==> src/rtl/toom8_pkg.sv <==
// Shared constants and state encoding for the TOOM_8 multiplier sequencer.
// Imported by toom8_sched and toom8_rsp_tracker.
package toom8_pkg;

   localparam int NUM_POINTS = 15;
   localparam int IDX_W      = 4;
   localparam int LIMB_W     = 128;
   localparam int CHUNK_W    = 129;

   localparam logic [NUM_POINTS-1:0] ALL_DONE_MASK = 15'h7FFF;

   typedef enum logic [2:0] {
      S_IDLE,
      S_EVAL,
      S_ISSUE,
      S_WAIT,
      S_INTERP,
      S_FIN
   } state_t;

   function automatic logic idx_in_range(input logic [IDX_W-1:0] idx);
      return idx < IDX_W'(NUM_POINTS);
   endfunction

endpackage

==> src/rtl/toom8_rsp_tracker.sv <==
// Pointwise response bookkeeping: returned-index mask, in-flight count and
// protocol error detection.
// Ports: clr_i (new job), active_i (ISSUE/WAIT), req_fire_i (request handshake),
//   rsp_valid_i/rsp_idx_i (response), can_issue_o (outst below limit),
//   all_done_o (every point returned), err_o (sticky protocol error).
module toom8_rsp_tracker
   import toom8_pkg::*;
#(
   parameter int MAX_OUTST = 4
) (
   input  logic             clk,
   input  logic             rst,
   input  logic             clr_i,
   input  logic             active_i,
   input  logic             req_fire_i,
   input  logic             rsp_valid_i,
   input  logic [IDX_W-1:0] rsp_idx_i,
   output logic             can_issue_o,
   output logic             all_done_o,
   output logic             err_o
);

   localparam logic [IDX_W-1:0] OUTST_MAX = IDX_W'(MAX_OUTST);

   logic [NUM_POINTS-1:0] mask_q, mask_d;
   logic [IDX_W-1:0]      outst_q, outst_d;
   logic                  err_q, err_d;

   logic [15:0]           mask_ext;
   logic [NUM_POINTS-1:0] onehot;
   logic                  rsp_seen;
   logic                  rsp_bad;
   logic                  rsp_ok;

   always_comb begin
      // Padded copy so that idx 15 reads as "not set" rather than out of range.
      mask_ext = {1'b0, mask_q};
      onehot   = NUM_POINTS'(1) << rsp_idx_i;
      rsp_seen = active_i && rsp_valid_i;
      rsp_bad  = !idx_in_range(rsp_idx_i)
               || mask_ext[rsp_idx_i]
               || (outst_q == '0);
      rsp_ok   = rsp_seen && !rsp_bad;

      mask_d  = mask_q;
      outst_d = outst_q;
      err_d   = err_q;

      if (rsp_ok) begin
         mask_d = mask_q | onehot;
      end

      // A request and a response in the same cycle cancel out.
      unique case ({req_fire_i, rsp_ok})
         2'b10:   outst_d = outst_q + 1'b1;
         2'b01:   outst_d = outst_q - 1'b1;
         default: outst_d = outst_q;
      endcase

      if (rsp_seen && rsp_bad) begin
         err_d = 1'b1;
      end

      if (clr_i) begin
         mask_d  = '0;
         outst_d = '0;
         err_d   = 1'b0;
      end
   end

   always_ff @(posedge clk or posedge rst) begin
      if (rst) begin
         mask_q  <= '0;
         outst_q <= '0;
         err_q   <= 1'b0;
      end else begin
         mask_q  <= mask_d;
         outst_q <= outst_d;
         err_q   <= err_d;
      end
   end

   assign can_issue_o = outst_q < OUTST_MAX;
   assign all_done_o  = mask_q == ALL_DONE_MASK;
   assign err_o       = err_q;

endmodule

==> src/rtl/toom8_sched.sv <==
// TOOM_8 sequencer: evaluation trigger, in-order issue of 15 pointwise
// products, out-of-order response tracking, interpolation handoff.
// Ports: start_valid/start_ready (job start), eval_load (evaluation pulse),
//   mul_req_* (pointwise request), mul_rsp_* (pointwise result),
//   interp_start/interp_done (interpolation), done, busy, err, cycles.
module toom8_sched
   import toom8_pkg::*;
#(
   parameter int EVAL_CYCLES = 2,
   parameter int MAX_OUTST   = 4
) (
   input  logic             clk,
   input  logic             rst,
   input  logic             start_valid,
   output logic             start_ready,
   output logic             eval_load,
   output logic             mul_req_valid,
   input  logic             mul_req_ready,
   output logic [IDX_W-1:0] mul_req_idx,
   input  logic             mul_rsp_valid,
   input  logic [IDX_W-1:0] mul_rsp_idx,
   output logic             interp_start,
   input  logic             interp_done,
   output logic             done,
   output logic             busy,
   output logic             err,
   output logic [15:0]      cycles
);

   localparam logic [3:0]       EV_LAST  = 4'(EVAL_CYCLES - 1);
   localparam logic [IDX_W-1:0] LAST_IDX = IDX_W'(NUM_POINTS - 1);

   state_t           state_q, state_d;
   logic [3:0]       ev_cnt_q, ev_cnt_d;
   logic [IDX_W-1:0] issue_cnt_q, issue_cnt_d;
   logic [15:0]      cyc_q, cyc_d;
   logic             istart_q, istart_d;

   logic accept;
   logic req_fire;
   logic can_issue;
   logic all_done;
   logic trk_active;

   assign accept     = (state_q == S_IDLE) && start_valid;
   assign req_fire   = mul_req_valid && mul_req_ready;
   assign trk_active = (state_q == S_ISSUE) || (state_q == S_WAIT);

   toom8_rsp_tracker #(
      .MAX_OUTST (MAX_OUTST)
   ) u_trk (
      .clk         (clk),
      .rst         (rst),
      .clr_i       (accept),
      .active_i    (trk_active),
      .req_fire_i  (req_fire),
      .rsp_valid_i (mul_rsp_valid),
      .rsp_idx_i   (mul_rsp_idx),
      .can_issue_o (can_issue),
      .all_done_o  (all_done),
      .err_o       (err)
   );

   always_comb begin
      state_d     = state_q;
      ev_cnt_d    = ev_cnt_q;
      issue_cnt_d = issue_cnt_q;
      istart_d    = 1'b0;
      cyc_d       = cyc_q;

      unique case (state_q)
         S_IDLE: begin
            if (start_valid) begin
               state_d     = S_EVAL;
               ev_cnt_d    = '0;
               issue_cnt_d = '0;
            end
         end
         S_EVAL: begin
            if (ev_cnt_q == EV_LAST) begin
               state_d = S_ISSUE;
            end else begin
               ev_cnt_d = ev_cnt_q + 1'b1;
            end
         end
         S_ISSUE: begin
            if (req_fire) begin
               issue_cnt_d = issue_cnt_q + 1'b1;
               if (issue_cnt_q == LAST_IDX) begin
                  state_d = S_WAIT;
               end
            end
         end
         S_WAIT: begin
            // Registered mask: a response landing with the last request is
            // seen here one cycle later.
            if (all_done) begin
               state_d  = S_INTERP;
               istart_d = 1'b1;
            end
         end
         S_INTERP: begin
            if (interp_done) begin
               state_d = S_FIN;
            end
         end
         S_FIN: begin
            state_d = S_IDLE;
         end
         default: begin
            state_d = S_IDLE;
         end
      endcase

      if (accept) begin
         cyc_d = '0;
      end else if ((state_q != S_IDLE) && (cyc_q != 16'hFFFF)) begin
         cyc_d = cyc_q + 16'd1;
      end
   end

   always_ff @(posedge clk or posedge rst) begin
      if (rst) begin
         state_q     <= S_IDLE;
         ev_cnt_q    <= '0;
         issue_cnt_q <= '0;
         cyc_q       <= '0;
         istart_q    <= 1'b0;
      end else begin
         state_q     <= state_d;
         ev_cnt_q    <= ev_cnt_d;
         issue_cnt_q <= issue_cnt_d;
         cyc_q       <= cyc_d;
         istart_q    <= istart_d;
      end
   end

   assign start_ready   = state_q == S_IDLE;
   assign busy          = state_q != S_IDLE;
   assign eval_load     = (state_q == S_EVAL) && (ev_cnt_q == '0);
   assign mul_req_valid = (state_q == S_ISSUE) && can_issue;
   assign mul_req_idx   = issue_cnt_q;
   assign interp_start  = istart_q;
   assign done          = state_q == S_FIN;
   assign cycles        = cyc_q;

endmodule

==> config.mk <==
export PLATFORM = sky130hd
export DESIGN_NAME = toom8_sched
export DESIGN_NICKNAME = d
export VERILOG_FILES = /design/src/rtl/toom8_pkg.sv /design/src/rtl/toom8_rsp_tracker.sv /design/src/rtl/toom8_sched.sv
export SDC_FILE = /design/constraint.sdc
export NUM_CORES = 1
export LEC_CHECK = 0
export CORE_MARGIN = 2
export CORE_UTILIZATION = 30
export CTS_CLUSTER_SIZE = 24
export DETAILED_ROUTE_END_ITERATION = 8
export DONT_BUFFER_PORTS = 1
export GPL_ROUTABILITY_DRIVEN = 0
export PLACE_DENSITY = 0.55
export SLEW_MARGIN = 5
export SYNTH_ARGS = -nofsm -noshare
export SYNTH_HDL_FRONTEND = slang
export SYNTH_HIERARCHICAL = 1
export SYNTH_SLANG_ARGS = --single-unit
export TNS_END_PERCENT = 100
==> constraint.sdc <==
create_clock -name clk -period 3.5 [get_ports clk]
set_input_delay 0.7 -clock clk [delete_from_list [all_inputs] [get_ports clk]]
set_output_delay 0.7 -clock clk [all_outputs]
set_load 0.01 [all_outputs]
==> results.sh, run 1 <==
export IMPL_result_of_the_run="complete, no violations"
export IMPL_timing_max_transition_violations_final=0
export IMPL_grt_first_pass_wirelength_um=11700
export IMPL_worstReg2RegStart="state_q[2]$_DFFE_PP0P_"
export IMPL_drt_total_wl_um=6790
export IMPL_hp_class="primary input to asynchronous set/reset pin"
export IMPL_synth_cell_type_count=59
export IMPL_leakagePower_nw=1.30
export IMPL_row_count=36
export IMPL_synth_edf_count=0
export IMPL_worst_path_max_delay_cell="dfrtp_1"
export IMPL_drive_above_1_share=0.111
export IMPL_cellPowerDensity_mw_per_mm2=548
export IMPL_fp_coreArea_sq_mm=0.00959
export IMPL_ys_seq_area_frac=0.411
export IMPL_portion_of_the_clock_cycle_consumed_by_the_worst_path_in_the_final_layout=0.805
export IMPL_postSynthRegisterBits=48
export IMPL_postCtsSetupBuffers=0
export IMPL_max_cap_violations=0
export IMPL_setup_total_negative_slack_ns=0
export IMPL_dp_hpwl_um=4910
export IMPL_avgViaCountPerCell=5.33
export IMPL_dr_total_vias=2294
export IMPL_grt_pass1_vias=2283
export IMPL_dominantRegCellSynth="dfrtp_1"
export IMPL_worstMarginPinSlew_ns=0.796
export IMPL_routed_wire_length_per_instance_um=15.8
export IMPL_maxClockFrequency_ghz=0.355
export IMPL_setup_viol_count_final=0
export IMPL_clkLatencyLatePin_ns=0.30
export IMPL_ir_drop_mv=0.221
export IMPL_maximum_clock_insertion_buffer_count=2
export IMPL_detailed_router_iteration_count_before_antenna_repair=4
export IMPL_yosys_area_top_type="dfrtp_1"
export IMPL_finalWorstPathRequiredPeriod_ns=2.82
export IMPL_worst_clock_skew_ns=0.0127
export IMPL_initial_utilization=0.305
export IMPL_netlist_instances=300
export IMPL_timing_critical_path_from_type="flip-flop"
export IMPL_critical_path_startpoint="state_q[2]$_DFFE_PP0P_"
export IMPL_detail_route_iter0_violations=83
export IMPL_headroom_to_the_max_slew_limit=0.469
export IMPL_class_of_the_most_critical_setup_path="flip-flop to flip-flop"
export IMPL_cts_repair_resize_count=0
export IMPL_max_stage_delay_ns=0.50
export IMPL_syn_avg_cell_area_sq_um=9.75
export IMPL_critPathArrivalTime_ns=2.98
export IMPL_critical_path_n_buffers_inverters=3
export IMPL_post_synth_instance_area_sq_mm=0.00292
export IMPL_synth_area_top_cells="dfrtp_1 41%, ha_1 3.4%, nor2_1 2.8%"
export IMPL_cts_tree="built"
export IMPL_async_flop_share=1.00
export IMPL_yosys_area_top_type_share=0.411
export IMPL_synth_warnings=6
export IMPL_whs_ns=0.401
export IMPL_worstSetupPathDepth=11
export IMPL_numCtsBuffers=5
export IMPL_antennaDiodeCount=0
export IMPL_grt_usage=0.140
export IMPL_netlist_top_cells_count="48 x dfrtp_1, 22 x nor2_1, 21 x inv_1"
export IMPL_crit_path_frequent_cell="inv_1"
export IMPL_cts_hold_repair_buffers=0
export IMPL_grt_setup_unrepaired="no"
export IMPL_yosysMostFrequentCell="dfrtp_1"
export IMPL_antenna_found_initial=0
export IMPL_dieArea_sq_mm=0.0106
export IMPL_globalRouteOverflowTotal=0
export IMPL_area_growth_pct=7.19
export IMPL_postSynthNetCount=318
export IMPL_route_detailed_drc=0
export IMPL_clk_pin_slew_worst_paths_ns=0.09
export IMPL_io_pins=37
export IMPL_timing_reg2reg_worst_path_depth=11
export IMPL_endpoint_kind="flip-flop"
export IMPL_design_power_total_mw=1.72
export IMPL_clock_sink_count=48
export IMPL_timing_critical_path_fanout_max=11
export IMPL_io_buffer_count=0
export IMPL_chipHeight_um=103
export IMPL_final_antenna_net_count=0
export IMPL_crit_chain="and4bb_2, nand2_1, inv_1, inv_1, nand3_1, inv_1, ha_1, a31o_2, and3_1, o2bb2ai_1, o311ai_0"
export IMPL_nNetsFinal=314
export IMPL_cts_max_level=2
export IMPL_post_place_cells=422
export IMPL_cts_root_buf="clkbuf_8"
export IMPL_finish_cell_count_without_fillers=430
export IMPL_grt_start_max_net_pins=32
export IMPL_die_width_um=103
export IMPL_crit_family="simple AND/OR/NAND/NOR gates"
export IMPL_final_hold_violation_count=0
export IMPL_cp_required_ns=3.66
[power breakdown]
part | leakage (nW) | internal, mW | switching (mW)
clock network | 0.0552 | 0.212 | 0.189
registers | 0.543 | 0.663 | 0.153
logic | 0.698 | 0.237 | 0.266
[placed cells by master, fill, tap and decap left out, types with 3 or more instances in the layout]
| cell | count |
|---|---|
| and3_1 | 6 |
| nand4_1 | 11 |
| nor4_1 | 3 |
| o41ai_1 | 7 |
| buf_4 | 6 |
| o31ai_1 | 8 |
| a21oi_1 | 10 |
| a31oi_1 | 3 |
| nand3_1 | 15 |
| nand3b_1 | 5 |
| or3_1 | 4 |
| nand2_1 | 18 |
| xor2_1 | 5 |
| dfrtp_1 | 48 |
| inv_1 | 21 |
| nor2_1 | 22 |
| mux2i_1 | 5 |
| o21ai_0 | 6 |
| o32ai_1 | 5 |
| o41ai_2 | 3 |
| nor3_1 | 5 |
| or4_1 | 5 |
| o211ai_1 | 10 |
| ha_1 | 8 |
| clkbuf_8 | 5 |
| nand2b_1 | 12 |
| mux4_2 | 3 |
[path summary, 6_finish.rpt]
path | slack [ns] | end
worst max-delay path | 0.68 | u_trk/outst_q[3]$_DFFE_PP0P_
worst min-delay path | 0.40 | cycles[4]$_DFFE_PP0P_
worst max register to register | 0.68 | u_trk/outst_q[3]$_DFFE_PP0P_
worst min register to register | 0.53 | u_trk/mask_q[5]$_DFFE_PP0P_
max in group asynchronous | 2.47 | ev_cnt_q[3]$_DFFE_PP0P_
min in group clk | 0.48 | u_trk/mask_q[4]$_DFFE_PP0P_
[flip-flops by register name, indices dropped and copies added (netlist names)]
register / count
u_trk/mask_q: 15
u_trk/err_o: 1
state_q: 3
cycles: 16
mul_req_idx: 4
interp_start: 1
ev_cnt_q: 4
u_trk/outst_q: 4
[stage by stage]
stage,setup WS [ns],utilization,instance area [sq um]
6_report,0.682,0.327,3130
5_1_grt,0.461,0.327,3130
4_1_cts,0.674,0.327,3130
3_5_place_dp,0.694,0.315,3030
3_3_place_gp,0.795,0.315,3030
2_1_floorplan,0.481,-,2920
[layer usage]
layer  vias up  GRT usage  routed length (um)
met5         -          0                   0
met4         0     0.0338                  57
met3         4     0.0332                 351
met2        49      0.236                3290
met1      1127      0.180                3090
li1       1114          -                   -
[cell type report]
type	instances	area (sq um)
multi-input cells	213	1530
clock inverters	2	35.0
fillers	988	6460
repair buffers	6	45.0
flip-flops and latches	48	1200
clock buffers	6	72.6
inverters	22	85.1
well taps	133	166
[kinds of logic (layout without fill, tap and decap cells)]
| kind of cell | count (synthesis) | in the layout | synth area share |
|---|---|---|---|
| compound gates | 68 | 68 | 0.181 |
| buf+inv | 39 | 36 | 0.0663 |
| xor+xnor | 6 | 6 | 0.0180 |
| fa+ha+maj | 8 | 8 | 0.0342 |
| mux | 9 | 9 | 0.0441 |
| flops | 48 | 48 | 0.411 |
| simple gates | 122 | 122 | 0.246 |
No activity file was read; power rests on OpenSTA's default activity.
==> inputs of run 2 (changes only) <==
clock period = 2.8 ns   (was 3.5 ns; I/O delays follow)
==> results.sh, run 2 (synthesis gave the netlist of run 1 again) <==
export IMPL_result_of_the_run="complete, no violations"
export IMPL_dieArea_sq_mm=0.0106
export IMPL_area_growth_pct=9.41
export IMPL_ir_drop_mv=0.310
export IMPL_cp_required_ns=2.95
export IMPL_finalWorstPathRequiredPeriod_ns=2.54
export IMPL_setup_total_negative_slack_ns=0
export IMPL_antenna_found_initial=0
export IMPL_clk_pin_slew_worst_paths_ns=0.09
export IMPL_timing_critical_path_from_type="flip-flop"
export IMPL_fp_coreArea_sq_mm=0.00959
export IMPL_headroom_to_the_max_slew_limit=0.458
export IMPL_initial_utilization=0.305
export IMPL_route_detailed_drc=0
export IMPL_class_of_the_most_critical_setup_path="flip-flop to flip-flop"
export IMPL_setup_viol_count_final=0
export IMPL_worstMarginPinSlew_ns=0.812
export IMPL_layout_utilization=0.333
export IMPL_portion_of_the_clock_cycle_consumed_by_the_worst_path_in_the_final_layout=0.906
export IMPL_io_buffer_count=0
export IMPL_maxClockFrequency_ghz=0.394
export IMPL_timing_critical_path_fanout_max=6
export IMPL_dr_total_vias=2346
export IMPL_detailed_router_iteration_count_before_antenna_repair=4
export IMPL_postCtsSetupBuffers=0
export IMPL_timing_max_transition_violations_final=0
export IMPL_drive_above_1_share=0.133
export IMPL_regToRegSetupSlack_ns=0.26
export IMPL_worst_clock_skew_ns=0.00918
export IMPL_grt_start_max_net_pins=29
export IMPL_dp_hpwl_um=4790
export IMPL_clkLatencyLatePin_ns=0.30
export IMPL_critPathArrivalTime_ns=2.69
export IMPL_cts_repair_resize_count=0
export IMPL_cts_hold_repair_buffers=0
export IMPL_clock_sink_count=48
export IMPL_chipHeight_um=103
export IMPL_io_pins=37
export IMPL_cts_root_buf="clkbuf_8"
export IMPL_mostFrequentLayoutCell="dfrtp_1"
export IMPL_row_count=36
export IMPL_max_stage_delay_ns=0.45
export IMPL_cts_max_level=2
export IMPL_crit_chain="nor2_1, and4bb_2, nand2_1, inv_1, inv_1, nand3_1, inv_1, ha_4, a31o_2, and3_1, o2bb2ai_1, o311ai_0"
export IMPL_most_common_layout_cells="48 x dfrtp_1, 22 x nor2_1, 21 x inv_1, 18 x nand2_1, 15 x nand3_1"
export IMPL_hp_class="primary input to asynchronous set/reset pin"
export IMPL_grt_first_pass_wirelength_um=11500
export IMPL_antennaDiodeCount=0
export IMPL_routed_wire_length_per_instance_um=15.9
export IMPL_crit_path_frequent_cell="inv_1"
export IMPL_grt_pass1_vias=2284
export IMPL_nNetsFinal=318
export IMPL_drt_total_wl_um=6890
export IMPL_leakagePower_nw=1.33
export IMPL_numCtsBuffers=5
export IMPL_grt_setup_unrepaired="no"
export IMPL_cts_tree="built"
export IMPL_avgViaCountPerCell=5.41
export IMPL_final_antenna_net_count=0
export IMPL_grt_usage=0.138
export IMPL_largest_reg_flops=16
export IMPL_die_width_um=103
export IMPL_cellPowerDensity_mw_per_mm2=701
export IMPL_detail_route_iter0_violations=87
export IMPL_endpoint_kind="flip-flop"
export IMPL_final_hold_violation_count=0
export IMPL_globalRouteOverflowTotal=0
export IMPL_worst_path_max_delay_cell="dfrtp_1"
export IMPL_max_cap_violations=0
export IMPL_worstReg2RegStart="u_trk/outst_q[2]$_DFFE_PP0P_"
export IMPL_critical_path_startpoint="u_trk/outst_q[2]$_DFFE_PP0P_"
export IMPL_maximum_clock_insertion_buffer_count=2
## run 2: cell types whose count changed in the layout (fill, tap and decap cells not counted)
cell,before,now
buf_4,6,10
clkbuf_8,5,7
a21oi_1,10,9
a21oi_2,0,1
clkbuf_1,1,0
clkinv_2,1,0
ha_1,8,7
ha_4,0,1
## run 2: through the flow
stage	cell area, sq um	total power [mW]	hold WS [ns]	setup WS, ns	instances
after floorplan	2940	1.54	0.466	-0.0159	300
after global placement	3070	1.68	0.496	0.273	426
after detailed placement	3070	1.69	0.500	0.202	426
after CTS	3200	2.26	0.216	0.264	434
after global routing	3200	2.41	0.236	0.0478	434
final	3200	2.24	0.212	0.263	434
## run 2: routing by layer
metal	part of all wire	GRT usage	up-vias	routed length, um
met5	0	0	-	0
met4	0.011	0.0421	0	74
met3	0.057	0.0292	7	390
met2	0.47	0.236	68	3270
met1	0.46	0.176	1145	3160
li1	-	-	1126	-
## run 2: worst max-delay path: cells and delay by family, from the launching register on
family / cells / cell delay (ns)
simple gates: 5 / 0.92
buf+inv: 3 / 0.28
compound gates: 3 / 0.52
flops: 1 / 0.45
fa+ha+maj: 1 / 0.22
## run 2: path summary, 6_finish.rpt
check	end	cells after the start
max	u_trk/outst_q[3]$_DFFE_PP0P_	12
min	ev_cnt_q[3]$_DFFE_PP0P_	2
max reg2reg	u_trk/outst_q[3]$_DFFE_PP0P_	12
min reg2reg	u_trk/mask_q[13]$_DFFE_PP0P_	2
max in group asynchronous	u_trk/mask_q[3]$_DFFE_PP0P_	1
min in group clk	u_trk/mask_q[4]$_DFFE_PP0P_	1
## run 2: layout make-up
| class | instances | area (sq um) |
|---|---|---|
| inverter | 22 | 85.1 |
| tap | 133 | 166 |
| clock inverter | 1 | 30.0 |
| multi-input combinational | 213 | 1550 |
| clock buffer | 7 | 96.3 |
| sequential | 48 | 1200 |
| fill | 995 | 6390 |
| timing repair buffer | 10 | 75.1 |
## run 2: power breakdown
| part | switching (mW) | internal (mW) | leakage, nW | total [mW] |
|---|---|---|---|---|
| logic | 0.365 | 0.328 | 0.718 | 0.693 |
| registers | 0.161 | 0.829 | 0.543 | 0.990 |
| clock network | 0.242 | 0.316 | 0.0645 | 0.558 |
